<file path="src/rtl/bit32_serial_subtractor.sv">
// Multi-cycle 32-bit subtractor: d = a - b - bin, one SLICE_W-bit slice per clock.
// Optional SUB_ADD_MODE_EN adds add_sel to compute d = a + b + bin on the same datapath.
module bit32_serial_subtractor #(
    parameter int unsigned SLICE_W = 8
) (
    input  logic        clk,
    input  logic        rst,
    input  logic        start,
    input  logic [31:0] a,
    input  logic [31:0] b,
    input  logic        bin,
`ifdef SUB_ADD_MODE_EN
    input  logic        add_sel,
`endif
    output logic        busy,
    output logic        done,
    output logic [31:0] d,
    output logic        bout,
    output logic        zero,
    output logic        neg,
    output logic        ovf
);

    localparam int unsigned DATA_W  = 32;
    localparam int unsigned NSLICES = DATA_W / SLICE_W;
    localparam int unsigned CNT_W   = (NSLICES > 1) ? $clog2(NSLICES) : 1;

    typedef enum logic [1:0] {
        IDLE = 2'd0,
        RUN  = 2'd1,
        DONE = 2'd2
    } state_e;

    state_e              state_q, state_d;
    logic [CNT_W-1:0]    cnt_q, cnt_d;
    logic                brw_q, brw_d;
    logic                add_q, add_d;
    logic [DATA_W-1:0]   a_q, a_d, b_q, b_d, res_q, res_d;
    logic                busy_q, busy_d, done_q, done_d;
    logic [DATA_W-1:0]   d_q, d_d;
    logic                bout_q, bout_d, zero_q, zero_d, neg_q, neg_d, ovf_q, ovf_d;

    logic [4:0]          lo;
    logic [SLICE_W-1:0]  a_sl, b_sl;
    logic [SLICE_W:0]    sl_res;

    // Slice datapath; in add mode b is inverted and the borrow carries inverted carry.
    always_comb begin
        lo     = 5'(32'(cnt_q) * SLICE_W);
        a_sl   = a_q[lo +: SLICE_W];
        b_sl   = b_q[lo +: SLICE_W] ^ {SLICE_W{add_q}};
        sl_res = {1'b0, a_sl} - {1'b0, b_sl} - {{SLICE_W{1'b0}}, brw_q};
    end

    always_comb begin
        state_d = state_q;
        cnt_d   = cnt_q;
        brw_d   = brw_q;
        add_d   = add_q;
        a_d     = a_q;
        b_d     = b_q;
        res_d   = res_q;
        busy_d  = 1'b0;
        done_d  = 1'b0;
        d_d     = d_q;
        bout_d  = bout_q;
        zero_d  = zero_q;
        neg_d   = neg_q;
        ovf_d   = ovf_q;

        case (state_q)
            IDLE, DONE: begin
                state_d = IDLE;
                if (start) begin
`ifdef SUB_ADD_MODE_EN
                    add_d = add_sel;
`else
                    add_d = 1'b0;
`endif
                    a_d     = a;
                    b_d     = b;
                    brw_d   = bin ^ add_d;
                    cnt_d   = '0;
                    state_d = RUN;
                    busy_d  = 1'b1;
                end
            end
            RUN: begin
                busy_d               = 1'b1;
                res_d[lo +: SLICE_W] = sl_res[SLICE_W-1:0];
                brw_d                = sl_res[SLICE_W];
                cnt_d                = cnt_q + CNT_W'(1);
                if (cnt_q == CNT_W'(NSLICES - 1)) begin
                    state_d = DONE;
                    busy_d  = 1'b0;
                    done_d  = 1'b1;
                    d_d     = res_d;
                    bout_d  = sl_res[SLICE_W] ^ add_q;
                    zero_d  = (res_d == '0);
                    neg_d   = res_d[DATA_W-1];
                    ovf_d   = ((a_q[DATA_W-1] ^ b_q[DATA_W-1]) ^ add_q) &&
                              (res_d[DATA_W-1] != a_q[DATA_W-1]);
                end
            end
            default: state_d = IDLE;
        endcase
    end

    always_ff @(posedge clk or posedge rst) begin
        if (rst) begin
            state_q <= IDLE;
            cnt_q   <= '0;
            brw_q   <= 1'b0;
            add_q   <= 1'b0;
            a_q     <= '0;
            b_q     <= '0;
            res_q   <= '0;
            busy_q  <= 1'b0;
            done_q  <= 1'b0;
            d_q     <= '0;
            bout_q  <= 1'b0;
            zero_q  <= 1'b0;
            neg_q   <= 1'b0;
            ovf_q   <= 1'b0;
        end else begin
            state_q <= state_d;
            cnt_q   <= cnt_d;
            brw_q   <= brw_d;
            add_q   <= add_d;
            a_q     <= a_d;
            b_q     <= b_d;
            res_q   <= res_d;
            busy_q  <= busy_d;
            done_q  <= done_d;
            d_q     <= d_d;
            bout_q  <= bout_d;
            zero_q  <= zero_d;
            neg_q   <= neg_d;
            ovf_q   <= ovf_d;
        end
    end

    assign busy = busy_q;
    assign done = done_q;
    assign d    = d_q;
    assign bout = bout_q;
    assign zero = zero_q;
    assign neg  = neg_q;
    assign ovf  = ovf_q;

endmodule

</file>
<file path="config.mk">
export PLATFORM = sky130hd
export DESIGN_NAME = bit32_serial_subtractor
export DESIGN_NICKNAME = d
export VERILOG_FILES = /design/src/rtl/bit32_serial_subtractor.sv
export SDC_FILE = /design/constraint.sdc
export NUM_CORES = 1
export LEC_CHECK = 0
export CAP_MARGIN = 20
export CORE_UTILIZATION = 30
export CTS_CLUSTER_DIAMETER = 60
export DETAILED_ROUTE_END_ITERATION = 8
export PLACE_DENSITY = 0.53
export SETUP_SLACK_MARGIN = 0.5
export SLEW_MARGIN = 20
export SYNTH_ARGS = -nofsm -noshare
export SYNTH_HDL_FRONTEND = slang
export SYNTH_SLANG_ARGS = --single-unit
</file>
<file path="constraint.sdc">
create_clock -name clk -period 4.12 [get_ports clk]
set_clock_uncertainty 0.2 [all_clocks]
set_input_delay 0.412 -clock clk [delete_from_list [all_inputs] [get_ports clk]]
set_output_delay 0.412 -clock clk [all_outputs]
set_load 0.05 [all_outputs]
</file>
==> insert_results.sql <==
INSERT INTO impl_metrics (metric_group, metric, value, unit) VALUES
('clock_network', 'cts.path.max_buffers', '2', ''),
('floorplan', 'fp-row-count', '53', ''),
('layout', 'final_nets', '737', ''),
('min_path', 'hold_class', 'reg -> reg', ''),
('critical_path', 'cp-end-kind', 'register', ''),
('global_route', 'grt.overflow.total', '0', ''),
('clock_network', 'cts_root_buffer', 'clkbuf_16', ''),
('detailed_routing', 'drt_pre_antenna_iters', '4', ''),
('floorplan', 'initial_core_util', '30.7', '%'),
('clock_network', 'cts_tree', 'yes', ''),
('placement', 'numPortBuffers', '105', ''),
('critical_path', 'crit_buf_inv', '1', ''),
('critical_path', 'timing.critical_path.from_type', 'register', ''),
('layout', 'mostFrequentLayoutCells', '137 x dfrtp_1, 105 x clkdlybuf4s50_1, 64 x mux2_2', ''),
('outcome', 'status', 'finished clean', ''),
('global_route', 'grt_pass1_vias', '4968', ''),
('layout', 'antenna-diode-count', '0', ''),
('floorplan', 'floorplan.die_area', '22200', 'um^2'),
('yosys', 'synth-warning-count', '0', ''),
('yosys', 'netlist.area_leader.share', '53.3', '%'),
('critical_path', 'critical_path_peak_fanout', '5', ''),
('timing', 'rsz0062_at_grt', 'no', ''),
('floorplan', 'io_pins', '106', ''),
('layout', 'leading_cell_type_in_the_layout_fill_and_taps_excluded', 'dfrtp_1', ''),
('yosys', 'ys.flop_type', 'dfrtp_1', ''),
('clock_network', 'cts-buffers-inserted', '17', ''),
('global_route', 'grt_usage', '16.2', '%'),
('job', 'drv_cap', '0', ''),
('floorplan', 'floorplan.die.width', '149', 'um'),
('layout', 'layout-area-overhead-vs-synth', '34.3', '%'),
('timing', 'final.period_utilization', '84.8', '%'),
('critical_path', 'cp.arrival', '3.60', 'ns'),
('timing', 'final_max_slew_viol_count', '0', ''),
('critical_path', 'critPathMostFrequentCell', 'o311ai_4', ''),
('critical_path', 'max_stage_delay', '0.53', 'ns'),
('placement', 'global_placer_s_final_weighted_congestion', '0.786', ''),
('detailed_routing', 'drtIter0Drc', '169', ''),
('floorplan', 'core_area', '21100', 'um^2'),
('yosys', 'ys_seq_area_share', '53.3', '%'),
('yosys', 'synth.area.top_cells', 'dfrtp_1 53%, mux2_2 11%, mux4_2 3.8%', ''),
('critical_path', 'cp_top_family', 'compound AO/OA/AOI/OAI gates', ''),
('yosys', 'share_of_flip_flops_with_an_asynchronous_set_or_reset_after_synthesis', '100', '%'),
('clock_network', 'cts_max_level', '4', ''),
('detailed_routing', 'wl', '16.8', 'mm'),
('detailed_routing', 'ant_nets', '0', ''),
('timing', 'slew_headroom', '42.4', '%'),
('critical_path', 'critPathRequiredTime', '4.23', 'ns'),
('global_route', 'grt_start_max_net_pins', '139', ''),
('timing', 'tightest_slew', '0.864', 'ns'),
('critical_path', 'worstPathCellList', 'mux4_2 > fa_1 > ha_1 > nand2_1 > o221ai_2 > o311ai_4 > o311ai_4 > buf_4 > a221o_1 > a21o_1', ''),
('floorplan', 'die_height', '149', 'um'),
('yosys', 'postSynthNetCount', '623', ''),
('detailed_routing', 'vias', '4703', ''),
('yosys', 'synth_edf_count', '0', ''),
('timing', 'fin_crit', '3.49', 'ns'),
('detailed_routing', 'drc', '0', ''),
('critical_path', 'critPathKind', 'reg -> reg', ''),
('detailed_routing', 'routed_via_density', '5.02', ''),
('global_route', 'wire_length_of_the_first_global_routing_pass', '27.2', 'mm'),
('timing', 'timing.setup.tns', '0', 'ns'),
('clock_network', 'cts.clk_slew.worst_paths', '0.06', 'ns'),
('global_route', 'antenna_found_initial', '0', ''),
('clock_network', 'insertion_delay', '0.42', 'ns'),
('layout', 'layout.filler_cells', '1994', ''),
('yosys', 'synthDominantAreaCellType', 'dfrtp_1', ''),
('yosys', 'synth_area_per_cell', '12.1', 'um^2'),
('layout', 'final_layout_size_suffix_gt1_share', '21.0', '%'),
('yosys', 'post_synth_inst_count', '535', ''),
('clock_network', 'numClockSinks', '138', ''),
('timing', 'finalHoldViolCount', '0', ''),
('critical_path', 'critical-path-slowest-cell', 'mux4_2', ''),
('detailed_routing', 'wl_cell', '18.0', 'um'),
('placement', 'hpwlAfterDp', '11.6', 'mm'),
('yosys', 'synth.cell_area', '6480', 'um^2'),
('timing', 'achievable-frequency', '286', 'MHz'),
('yosys', 'synth_seq_cells', '138', ''),
('yosys', 'yosysUniqueCellTypes', '54', ''),
('timing', 'setup_violations_final', '0', '');
## cell usage after synthesis, types with 2 or more instances
cell type	number
nor3_1	6
o21a_1	2
a21oi_1	7
fa_1	2
mux2i_1	2
nand4_1	2
mux2_2	64
buf_1	8
inv_1	26
nand2b_1	5
o21bai_1	6
nand2_1	33
clkbuf_1	20
nor4_1	3
a22oi_1	7
dfrtp_1	138
or4_1	4
nor2b_1	5
and3_1	4
clkinv_1	5
mux4_1	4
o21ai_0	22
a31oi_1	2
a22o_1	26
nor3b_1	2
nor2_1	49
xnor2_1	5
ha_1	18
mux4_2	11
and2_1	4
a221oi_1	20
## cell families (layout without fill, tap and decap cells)
| family | Yosys count | after routing | synth area share, % |
|---|---|---|---|
| AO/OA/AOI/OAI | 105 | 106 | 12.4 |
| XOR/XNOR | 6 | 6 | 0.810 |
| adder cells (fa/ha/maj) | 20 | 20 | 4.09 |
| buffers and inverters | 62 | 188 | 3.78 |
| flip-flops | 138 | 138 | 53.3 |
| multiplexers | 81 | 81 | 16.9 |
| AND/OR/NAND/NOR | 123 | 123 | 8.80 |
## worst paths after layout
path | startpoint | endpoint | slack (ns) | depth (start not counted)
setup / recovery | cnt_q[0]$_DFFE_PP0P_ | ovf$_DFFE_PP0P_ | 0.63 | 10
hold reg to reg | d[0]$_DFFE_PP0P_ | d[0]$_DFFE_PP0P_ | 0.28 | 2
setup reg to reg | cnt_q[0]$_DFFE_PP0P_ | ovf$_DFFE_PP0P_ | 0.63 | 10
hold / removal | d[0]$_DFFE_PP0P_ | d[0]$_DFFE_PP0P_ | 0.28 | 2
max in group asynchronous | rst | cnt_q[0]$_DFFE_PP0P_ | 2.82 | 3
min in group asynchronous | rst | b_q[25]$_DFFE_PP0P_ | 0.36 | 3
## layer usage
layer  global-route usage [%]  share of wire, %  vias up  routed length (um)
met5                        0                 0        -                   0
met4                     4.95               1.4        0                 233
met3                     5.35               5.8       18                 972
met2                     26.3                49      147                8320
met1                     20.4                43     2366                7320
li1                         -                 -     2172                   -
## flip-flops by register name (all words and copies together), names as in the netlist
register,count
cnt_q,2
a_q,32
state_q,2
done,1
busy,1
zero,1
res_q,32
bout,1
brw_q,1
ovf,1
b_q,32
d,32
## through the flow
step | utilization [%] | instance area (um^2) | hold slack (ns) | cells | worst slack (ns)
after floorplan | - | 6490 | 0.242 | 535 | 0.545
after global placement | 37.3 | 7860 | 0.259 | 896 | 0.381
after detailed placement | 37.3 | 7860 | 0.273 | 896 | 0.270
after CTS | 40.9 | 8620 | 0.286 | 929 | 0.507
after global routing | 41.3 | 8710 | 0.307 | 937 | 0.506
final | 41.3 | 8710 | 0.279 | 937 | 0.627
## area by class of cell
type / instances / area, um^2 / share of cell area [%]
Sequential cell: 138 / 3450 / 39.7
Multi-Input combinational cell: 336 / 2860 / 32.9
Timing Repair Buffer: 125 / 1230 / 14.1
Clock buffer: 21 / 460 / 5.29
Tap cell: 275 / 344 / 3.95
Clock inverter: 11 / 239 / 2.74
Inverter: 31 / 120 / 1.38
## tightest hold or removal path, cell delays in order, from the launching register on
cell and delay [ns]:
dfrtp_1 0.34, nand2_1 0.04, o21ai_0 0.06
## what timing repair did
| item | in CTS | in global routing |
|---|---|---|
| hold buffers | 0 | 0 |
| setup buffers | 0 | 8 |
| setup endpoints to repair | 25 | 27 |
| pin swaps | 1 | 2 |
| resized for setup | 6 | 6 |
| cloned | 1 | 0 |
Power is left out: the tool's default activity adds up to more than one toggle a clock period on the data nets, which glitch-free logic cannot reach.
